**src/rtl/branch_hazard_ctrl_pkg.sv**
```systemverilog
// ---------------------------------------------------------------------------
// branch_hazard_ctrl_pkg
// Shared definitions for the branch hazard controller: opcode constants,
// the controller state encoding and small opcode decode helpers.
// ---------------------------------------------------------------------------
package branch_hazard_ctrl_pkg;

    localparam logic [3:0] OP_B   = 4'hC;
    localparam logic [3:0] OP_BR  = 4'hD;
    localparam logic [3:0] OP_HLT = 4'hF;

    typedef enum logic [1:0] {
        ST_RUN     = 2'd0,
        ST_BR_WAIT = 2'd1,
        ST_FLUSH   = 2'd2,
        ST_HALTED  = 2'd3
    } state_t;

    function automatic logic is_branch(input logic [3:0] op);
        return (op == OP_B) || (op == OP_BR);
    endfunction

    function automatic logic is_halt(input logic [3:0] op);
        return op == OP_HLT;
    endfunction

endpackage

```
**src/rtl/branch_hazard_ctrl_br_hazard_detect.sv**
```systemverilog
// ---------------------------------------------------------------------------
// br_hazard_detect
// Combinational detection of control hazards for a branch sitting in ID.
//   i_id_opcode   : opcode of the ID instruction
//   i_id_rs       : source register of a BR in ID
//   i_ex_flag_wr  : EX instruction updates Z/V/N
//   i_ex_wr_en    : EX instruction writes a register
//   i_ex_rd       : EX destination register
//   i_ex_is_load  : EX instruction is a load
//   o_hazard      : branch in ID must stall this cycle
//   o_load_hazard : hazard is a BR register dependence on a load (extra stall)
// ---------------------------------------------------------------------------
module br_hazard_detect
    import branch_hazard_ctrl_pkg::*;
(
    input  logic [3:0] i_id_opcode,
    input  logic [3:0] i_id_rs,
    input  logic       i_ex_flag_wr,
    input  logic       i_ex_wr_en,
    input  logic [3:0] i_ex_rd,
    input  logic       i_ex_is_load,
    output logic       o_hazard,
    output logic       o_load_hazard
);

    logic w_flag_dep;
    logic w_reg_dep;

    // Any branch consumes the flags; only BR reads a register.
    assign w_flag_dep    = is_branch(i_id_opcode) && i_ex_flag_wr;
    assign w_reg_dep     = (i_id_opcode == OP_BR) && i_ex_wr_en && (i_ex_rd == i_id_rs);
    assign o_hazard      = w_flag_dep || w_reg_dep;
    assign o_load_hazard = w_reg_dep && i_ex_is_load;

endmodule

```
**src/rtl/branch_hazard_ctrl.sv**
```systemverilog
// ---------------------------------------------------------------------------
// branch_hazard_ctrl
// Pipeline control for branches and halts: stalls on branch hazards (two
// cycles when a BR depends on a load), flushes IF/ID on a taken branch,
// halts on HLT, freezes everything on a memory stall, counts stall cycles.
//   clk, rst        : clock, synchronous active-high reset
//   id_opcode/id_rs : ID instruction opcode and BR source register
//   br_taken        : branch condition for the ID branch
//   ex_flag_wr, ex_wr_en, ex_rd, ex_is_load : EX instruction info
//   mem_stall       : memory miss, pipeline frozen
//   pc_we, ifid_we  : PC and IF/ID write enables
//   ifid_flush      : IF/ID loads a NOP at the next edge
//   idex_bubble     : ID/EX loads a NOP at the next edge
//   halted          : processor halted
//   stall_cnt       : saturating count of stall cycles
// ---------------------------------------------------------------------------
module branch_hazard_ctrl
    import branch_hazard_ctrl_pkg::*;
(
    input  logic        clk,
    input  logic        rst,
    input  logic [3:0]  id_opcode,
    input  logic [3:0]  id_rs,
    input  logic        br_taken,
    input  logic        ex_flag_wr,
    input  logic        ex_wr_en,
    input  logic [3:0]  ex_rd,
    input  logic        ex_is_load,
    input  logic        mem_stall,
    output logic        pc_we,
    output logic        ifid_we,
    output logic        ifid_flush,
    output logic        idex_bubble,
    output logic        halted,
    output logic [15:0] stall_cnt
);

    state_t      r_state;
    state_t      w_state_nxt;
    logic        r_wait_cnt;
    logic        w_wait_nxt;
    logic [15:0] r_stall_cnt;
    logic        w_hazard;
    logic        w_load_hazard;

    br_hazard_detect u_detect (
        .i_id_opcode   (id_opcode),
        .i_id_rs       (id_rs),
        .i_ex_flag_wr  (ex_flag_wr),
        .i_ex_wr_en    (ex_wr_en),
        .i_ex_rd       (ex_rd),
        .i_ex_is_load  (ex_is_load),
        .o_hazard      (w_hazard),
        .o_load_hazard (w_load_hazard)
    );

    always_comb begin
        w_state_nxt = r_state;
        w_wait_nxt  = r_wait_cnt;
        pc_we       = 1'b1;
        ifid_we     = 1'b1;
        ifid_flush  = 1'b0;
        idex_bubble = 1'b0;
        if (rst) begin
            // Reset forces normal-flow enables regardless of state or mem_stall.
        end else if (mem_stall) begin
            pc_we   = 1'b0;
            ifid_we = 1'b0;
        end else begin
            unique case (r_state)
                ST_RUN: begin
                    if (is_halt(id_opcode)) begin
                        pc_we       = 1'b0;
                        ifid_we     = 1'b0;
                        w_state_nxt = ST_HALTED;
                    end else if (w_hazard) begin
                        pc_we       = 1'b0;
                        ifid_we     = 1'b0;
                        idex_bubble = 1'b1;
                        if (w_load_hazard) begin
                            w_state_nxt = ST_BR_WAIT;
                            w_wait_nxt  = 1'b1;
                        end
                    end else if (is_branch(id_opcode) && br_taken) begin
                        ifid_flush  = 1'b1;
                        w_state_nxt = ST_FLUSH;
                    end
                end
                ST_BR_WAIT: begin
                    // ID still holds the stalled BR; its fields are not re-examined here.
                    pc_we       = 1'b0;
                    ifid_we     = 1'b0;
                    idex_bubble = 1'b1;
                    w_wait_nxt  = r_wait_cnt - 1'b1;
                    if (w_wait_nxt == 1'b0) begin
                        w_state_nxt = ST_RUN;
                    end
                end
                ST_FLUSH: begin
                    w_state_nxt = ST_RUN;
                end
                ST_HALTED: begin
                    pc_we   = 1'b0;
                    ifid_we = 1'b0;
                end
                default: w_state_nxt = ST_RUN;
            endcase
        end
    end

    assign halted    = (r_state == ST_HALTED) && !rst;
    assign stall_cnt = r_stall_cnt;

    always_ff @(posedge clk) begin
        if (rst) begin
            r_state     <= ST_RUN;
            r_wait_cnt  <= 1'b0;
            r_stall_cnt <= '0;
        end else if (!mem_stall) begin
            r_state    <= w_state_nxt;
            r_wait_cnt <= w_wait_nxt;
            if (!pc_we && !halted && (r_stall_cnt != '1)) begin
                r_stall_cnt <= r_stall_cnt + 16'd1;
            end
        end
    end

endmodule

```
**config.mk**
```make
export PLATFORM = sky130hd
export DESIGN_NAME = branch_hazard_ctrl
export DESIGN_NICKNAME = d
export VERILOG_FILES = /design/src/rtl/branch_hazard_ctrl_pkg.sv /design/src/rtl/branch_hazard_ctrl_br_hazard_detect.sv /design/src/rtl/branch_hazard_ctrl.sv
export SDC_FILE = /design/constraint.sdc
export NUM_CORES = 1
export LEC_CHECK = 0
export CORE_AREA = 4 4 56 96
export DETAILED_ROUTE_END_ITERATION = 12
export DIE_AREA = 0 0 60 100
export PLACE_DENSITY_LB_ADDON = 0.08
export SYNTH_ARGS = -nofsm -noshare
export SYNTH_HDL_FRONTEND = slang
export SYNTH_HIERARCHICAL = 1
export SYNTH_SLANG_ARGS = --single-unit
```
**constraint.sdc**
```tcl
create_clock -name clk -period 2.6 [get_ports clk]
set_input_delay 0.52 -clock clk [delete_from_list [all_inputs] [get_ports clk]]
set_output_delay 0.52 -clock clk [all_outputs]
set_load 0.005 [all_outputs]
```
==> results of run 1 <==
## worst max path at each step
stage / start / end / slack (ns) / cells past startpoint
6_report: ex_wr_en / stall_cnt[9] / 0.09 / 9
5_1_grt: ex_wr_en / pc_we / 0.03 / 8
4_1_cts: id_rs[2] / pc_we / 0.0003 / 9
3_5_place_dp: id_opcode[1] / pc_we / -0.46 / 9
3_3_place_gp: id_opcode[1] / ifid_we / -0.42 / 9
2_1_floorplan: id_opcode[1] / stall_cnt[9] / 0.12 / 8
## routing by layer
layer,routed length (um),share of wire
met1,1292,0.35
met4,55,0.015
met2,2231,0.60
met5,0,0
met3,111,0.030
## power breakdown
| part | switching (mW) | internal, mW |
|---|---|---|
| Combinational | 0.0574 | 0.0730 |
| Sequential | 0.00322 | 0.293 |
| Clock | 0.0979 | 0.106 |
## state kept, by name, indices dropped and copies added, names as in the netlist
signal / count
r_state: 2
r_wait_cnt: 1
stall_cnt: 16
## worst min-delay path, stage by stage (launching register included)
cell     delay, ns
dfxtp_1       0.35
o41ai_1       0.07
a21oi_1       0.05
## placed cells by master, fill, tap and decap left out, types with 5 or more instances in the layout
master / Yosys / layout
nand4_1: 5 / 5
nor4_1: 6 / 5
nand3_1: 8 / 8
a21oi_1: 8 / 8
dfxtp_1: 19 / 19
dlymetal6s2s_1: 0 / 6
dlygate4sd2_1: 0 / 5
xnor2_1: 13 / 12
inv_1: 7 / 7
nand2_1: 9 / 9
ha_1: 5 / 5
clkdlybuf4s50_1: 0 / 24
buf_4: 2 / 23
nor2_1: 18 / 18
## layout make-up
type	count	area share
clock inverter	1	0.002554
tap	52	0.03321
sequential	19	0.1941
timing repair buffer	62	0.2848
clock buffer	3	0.02107
multi-input combinational	123	0.4508
inverter	7	0.01341
## kinds of logic after synthesis
logic type,synth area share
compound gates,0.1431
xor+xnor,0.08683
fa+ha+maj,0.04771
buf+inv,0.05534
flops,0.2901
mux,0.02576
simple gates,0.3512
## metrics by stage
stage / area [um2] / power, mW / setup slack, ns / TNS (ns) / hold slack (ns)
after floorplan: 1311 / 0.3663 / 0.1177 / 0 / 0.4664
after global placement: 1886 / 0.4338 / -0.4151 / -2.521 / 0.4892
after detailed placement: 1886 / 0.4357 / -0.4571 / -2.891 / 0.5051
after CTS: 1941 / 0.6468 / 0.0002556 / 0 / 0.5206
after global routing: 1959 / 0.6617 / 0.02980 / 0 / 0.5504
final: 1959 / 0.6313 / 0.08573 / 0 / 0.5155
## what timing repair did
item / CTS / global route
setup endpoints to repair: 5 / 7
pin swaps: 6 / 6
gates resized for setup: 23 / 7
setup buffers: 1 / 0
## Yosys cell counts, drive strengths merged (2+ instances only)
cell type	count
ha	5
nand4	6
nor4b	2
nor4	7
clkbuf	3
nor2	18
nand4b	2
xnor2	13
nor3	6
inv	7
o41ai	2
dfxtp	19
mux2	3
nand2	9
buf	2
o211ai	2
a211oi	2
nand3	8
nor2b	3
o21ai	5
a21oi	8
nand2b	5
==> results.yml, run 1 <==
outcome:
  status: "finished clean"
critical_path:
  slowest_stage: "or4_1"
  path_buf_inv: 2
  arrival_ns: 2.70
  reg2reg_from: "r_state[1]"
  crit_family: "simple AND/OR/NAND/NOR gates"
  cp.required_ns: 2.79
  crit_chain: "clkdlybuf4s50_1 > nand4_1 > o21ai_2 > nand2b_4 > buf_4 > o21ai_4 > or3_4 > or4_1 > a21oi_1"
  critPathMaxStageDelay_ns: 0.51
  crit_fanout: 4
  reg2reg_to: "stall_cnt[9]"
  path_class: "input port to register"
  reg2reg_depth: 8
  endpoint_kind: "register"
  ff2ff_setup_slack_ns: 0.41
  critPathLaunchType: "input port"
place:
  hpwl_um: 3072
  gp_congestion: 0.8056
  placed_cells: 262
  numPortBuffers: 39
floorplanning:
  dieWidth_um: 60
  core-area_um2: 4624
  start_util: 0.2835
  die_area_um2: 6000
  num_rows: 33
  die_y_um: 100
  pin_count: 40
layout:
  n_antenna_cell: 0
  drive_gt1_frac: 0.2186
  fill_cells: 486
  fin_cells: 267
  nNetsFinal: 240
  seq_area_um2: 380.4
  synthToLayoutAreaGrowth_pct: 49.43
  multi_input_area_um2: 883.3
  fin_util: 0.4237
logic_synthesis:
  ys_types: 47
  synth_area_leaders: "dfxtp_1 29%, xnor2_1 8.7%, nor2_1 5.2%, ha_1 4.8%, a21oi_1 3.1%"
  ys_seq_area_frac: 0.2901
  synth_top_flop_cell: "dfxtp_1"
  yosysTopAreaCellShare: 0.2901
  synth_area_um2: 1311
  ys_seq_elements: 19
  synth_edf_count: 0
  ys_warn_count: 6
  synth.largest_area_cell: "dfxtp_1"
  synthCells: 154
  async_flop_share: 0
  syn_nets: 178
  syn_area_per_cell_um2: 8.515
clock_network:
  clock-root-buffer: "clkbuf_8"
  clock_path_buffers: 2
  path_clk_slew_ns: 0.07
  cts_hold_buf: 0
  clk_latency_ns: 0.25
  cts_tree: "built"
  htree_levels: 1
  cts_buffers: 3
  clock_sinks: 19
timing:
  worstMarginPinSlew_ns: 0.4746
  finalClockSkew_ns: 0.003857
  rsz0062_at_grt: "false"
  report.final.slew_viol_count: 0
  slew_headroom: 0.6786
  setup_viol: 0
  max_freq_ghz: 0.3977
  finalHoldViolations: 0
  period_share: 0.9670
  min_period_ns: 2.514
grt:
  grt_use_met2: 0.2533
  grt.total_usage: 0.1311
  antenna_found_initial: 0
  grtUsageMet3: 0.01802
  grt_pass1_wl_um: 6306
  overflow: 0
  grt_busiest_layer: "met2"
  grt_max_degree: 15
  grt_pass1_vias: 1439
  gr-usage-met1: 0.1340
pwr:
  total_leakage_power_nw: 0.7580
  power_density_nw_per_um2: 322.2
  vdd_drop_max_mv: 0.1811
worst_hold_path:
  holdPathEnd: "stall_cnt[13]"
  hp-class: "register to register"
  whs_path_depth: 2
  min-delay-start: "stall_cnt[13]"
detailed_routing:
  drcViolationCount: 0
  post_drt_wl_per_cell_um: 13.82
  vias_per_cell: 5.105
  drt-total-wl_um: 3690
  first_iter_violations: 19
  vias: 1363
  ant_nets: 0
  firstDrtPassIters: 4
run:
  maxCapViolations: 0
Power figures use the tool's default switching activity.
==> run 2, diff against run 1 <==
--- a/config.mk
+++ b/config.mk
@@ -5,9 +5,9 @@
 export SDC_FILE = /design/constraint.sdc
 export NUM_CORES = 1
 export LEC_CHECK = 0
-export CORE_AREA = 4 4 56 96
+export CORE_AREA = 2 2 54 94
 export DETAILED_ROUTE_END_ITERATION = 12
-export DIE_AREA = 0 0 60 100
+export DIE_AREA = 0 0 56 96
 export PLACE_DENSITY_LB_ADDON = 0.08
 export SYNTH_ARGS = -nofsm -noshare
 export SYNTH_HDL_FRONTEND = slang
==> run 2 against run 1 <==
  * Wire length is 1.0% higher
  * Global-route usage increased by 1.3 points
  * Largest cell class unchanged
  * Design area grew 0.77%
  * Count of clock-buffer cells in the layout did not move
  * Clock skew is 0.0030 ns higher
  * Sequential share of layout area is 0.15 points lower
  * Non-clock buffer count fell by 1
  * Maximum frequency rose by 2.2%
  * Flip-flop and latch count did not move
  * Critical path type is now input port to primary output
==> results.yml, run 2 (synthesis results as in run 1) <==
layout:
  largest_register_ffs: 16
  final_cell_mix: "24 x clkdlybuf4s50_1, 22 x buf_4, 19 x dfxtp_1"
  fin_util: 0.4269
  drive_gt1_frac: 0.2290
  n_antenna_cell: 0
  synthToLayoutAreaGrowth_pct: 50.57
  final_area_um2: 1974
  final_common_cell: "clkdlybuf4s50_1"
  nNetsFinal: 239
timing:
  slew_headroom: 0.6869
  report.final.slew_viol_count: 0
  finalHoldViolations: 0
  rsz0062_at_grt: "false"
  setup_viol: 0
  finalClockSkew_ns: 0.006853
  worstMarginPinSlew_ns: 0.4623
  setup_ws_ns: 0.1391
  max_freq_ghz: 0.4064
  final.setup.tns_ns: 0
  min_period_ns: 2.461
  period_share: 0.9465
pwr:
  vdd_drop_max_mv: 0.1972
  internal_power_mw: 0.4747
  pwr-share-comb: 0.210
  p_sw_frac: 0.2623
  p_switching_mw: 0.1688
  total_leakage_power_nw: 0.7531
  power_density_nw_per_um2: 325.9
  clockPowerShare: 0.330
  finalPower_mw: 0.6435
  seq_power_share: 0.461
detailed_routing:
  vias_per_cell: 5.038
  drt-total-wl_um: 3727
  ant_nets: 0
  firstDrtPassIters: 4
  post_drt_wl_per_cell_um: 14.01
  vias: 1340
  drcViolationCount: 0
  first_iter_violations: 18
grt:
  overflow: 0
  grt.total_usage: 0.1439
  grt_pass1_wl_um: 6147
  antenna_found_initial: 0
  grt_pass1_vias: 1458
  grt_max_degree: 17
worst_hold_path:
  hp-class: "register to register"
clock_network:
  clock-root-buffer: "clkbuf_8"
  cts_buffers: 3
  cts_tree: "built"
  clk_latency_ns: 0.26
  htree_levels: 1
  path_clk_slew_ns: 0.08
  clock_path_buffers: 2
  clock_sinks: 19
outcome:
  status: "finished clean"
run:
  maxCapViolations: 0
critical_path:
  cp.required_ns: 2.08
  slowest_stage: "clkdlybuf4s50_1"
  crit_path_frequent_cell: "nand2b_4"
  ff2ff_setup_slack_ns: 0.43
  crit_family: "buffers and inverters"
  arrival_ns: 1.94
  endpoint_kind: "primary output"
  crit_fanout: 2
  critPathMaxStageDelay_ns: 0.50
  path_buf_inv: 2
  path_class: "input port to primary output"
  crit_chain: "clkdlybuf4s50_1 > nand4_1 > o21ai_2 > nand2b_4 > nand2b_4 > o31a_1 > o21bai_1 > buf_2"
  critPathLaunchType: "input port"
place:
  gp_congestion: 0.7873
  dp_slack_ns: -0.4530
  hpwl_um: 3017
  postPlaceCellArea_um2: 1871
  numPortBuffers: 39
floorplanning:
  die_area_um2: 5376
  core-area_um2: 4624
  die_y_um: 96
  start_util: 0.2835
  num_rows: 33
  pin_count: 40
  dieWidth_um: 56
-- run 2: final cells by class --
cell class | count | area, um2
fillers | 508 | 2650
multi-input cells | 123 | 905.9
repair buffers | 61 | 550.5
flip-flops and latches | 19 | 380.4
well taps | 52 | 65.06
clock buffers | 3 | 41.29
inverters | 7 | 26.28
clock inverters | 1 | 5.005
-- run 2: timing repair --
item / 4_1_cts / 5_1_grt
hold buffers: 0 / 0
hold endpoints to repair: 0 / 0
endpoints found under the setup margin: 6 / 6
pin swaps: 5 / 9
gates resized for setup: 22 / 11
buffers inserted: 1 / 1
cloned: 0 / 0
-- run 2: metrics by stage --
step / hold WS [ns] / std cells
after floorplan: 0.4664 / 154
after global placement: 0.4846 / 260
after detailed placement: 0.5081 / 260
after CTS: 0.5207 / 265
after global routing: 0.5468 / 266
final: 0.5140 / 266
-- run 2: worst paths after layout --
path                            startpoint      endpoint  cells after the start
worst min register to register  r_state[1]    r_state[1]                      2
worst min-delay path            r_state[1]    r_state[1]                      2
worst max register to register  r_state[1]  stall_cnt[9]                      8
worst max-delay path              ex_wr_en         pc_we                      8
-- run 2: routing by layer --
metal,track usage,vias to the layer above,wire [um]
li1,-,678,-
met1,0.1288,639,1442
met2,0.3039,19,2128
met3,0.02151,4,100
met4,0.06548,0,55
met5,0,-,0
-- run 2: worst reg2reg max path: stages, from the launching register on --
cell and delay, ns:
dfxtp_1 0.35, inv_1 0.10, ha_1 0.26, buf_4 0.20
o21ba_4 0.15, o21ai_4 0.07, or3_4 0.42, or4_4 0.43
a21oi_2 0.14
-- run 2: power groups by stage --
stage | clock network [mW] | registers [mW] | logic, mW
global placement | 0 | 0.303 | 0.129
detailed placement | 0 | 0.303 | 0.131
floorplan | 0 | 0.303 | 0.0636
global route | 0.234 | 0.297 | 0.148
finish | 0.212 | 0.296 | 0.135
CTS | 0.227 | 0.296 | 0.135
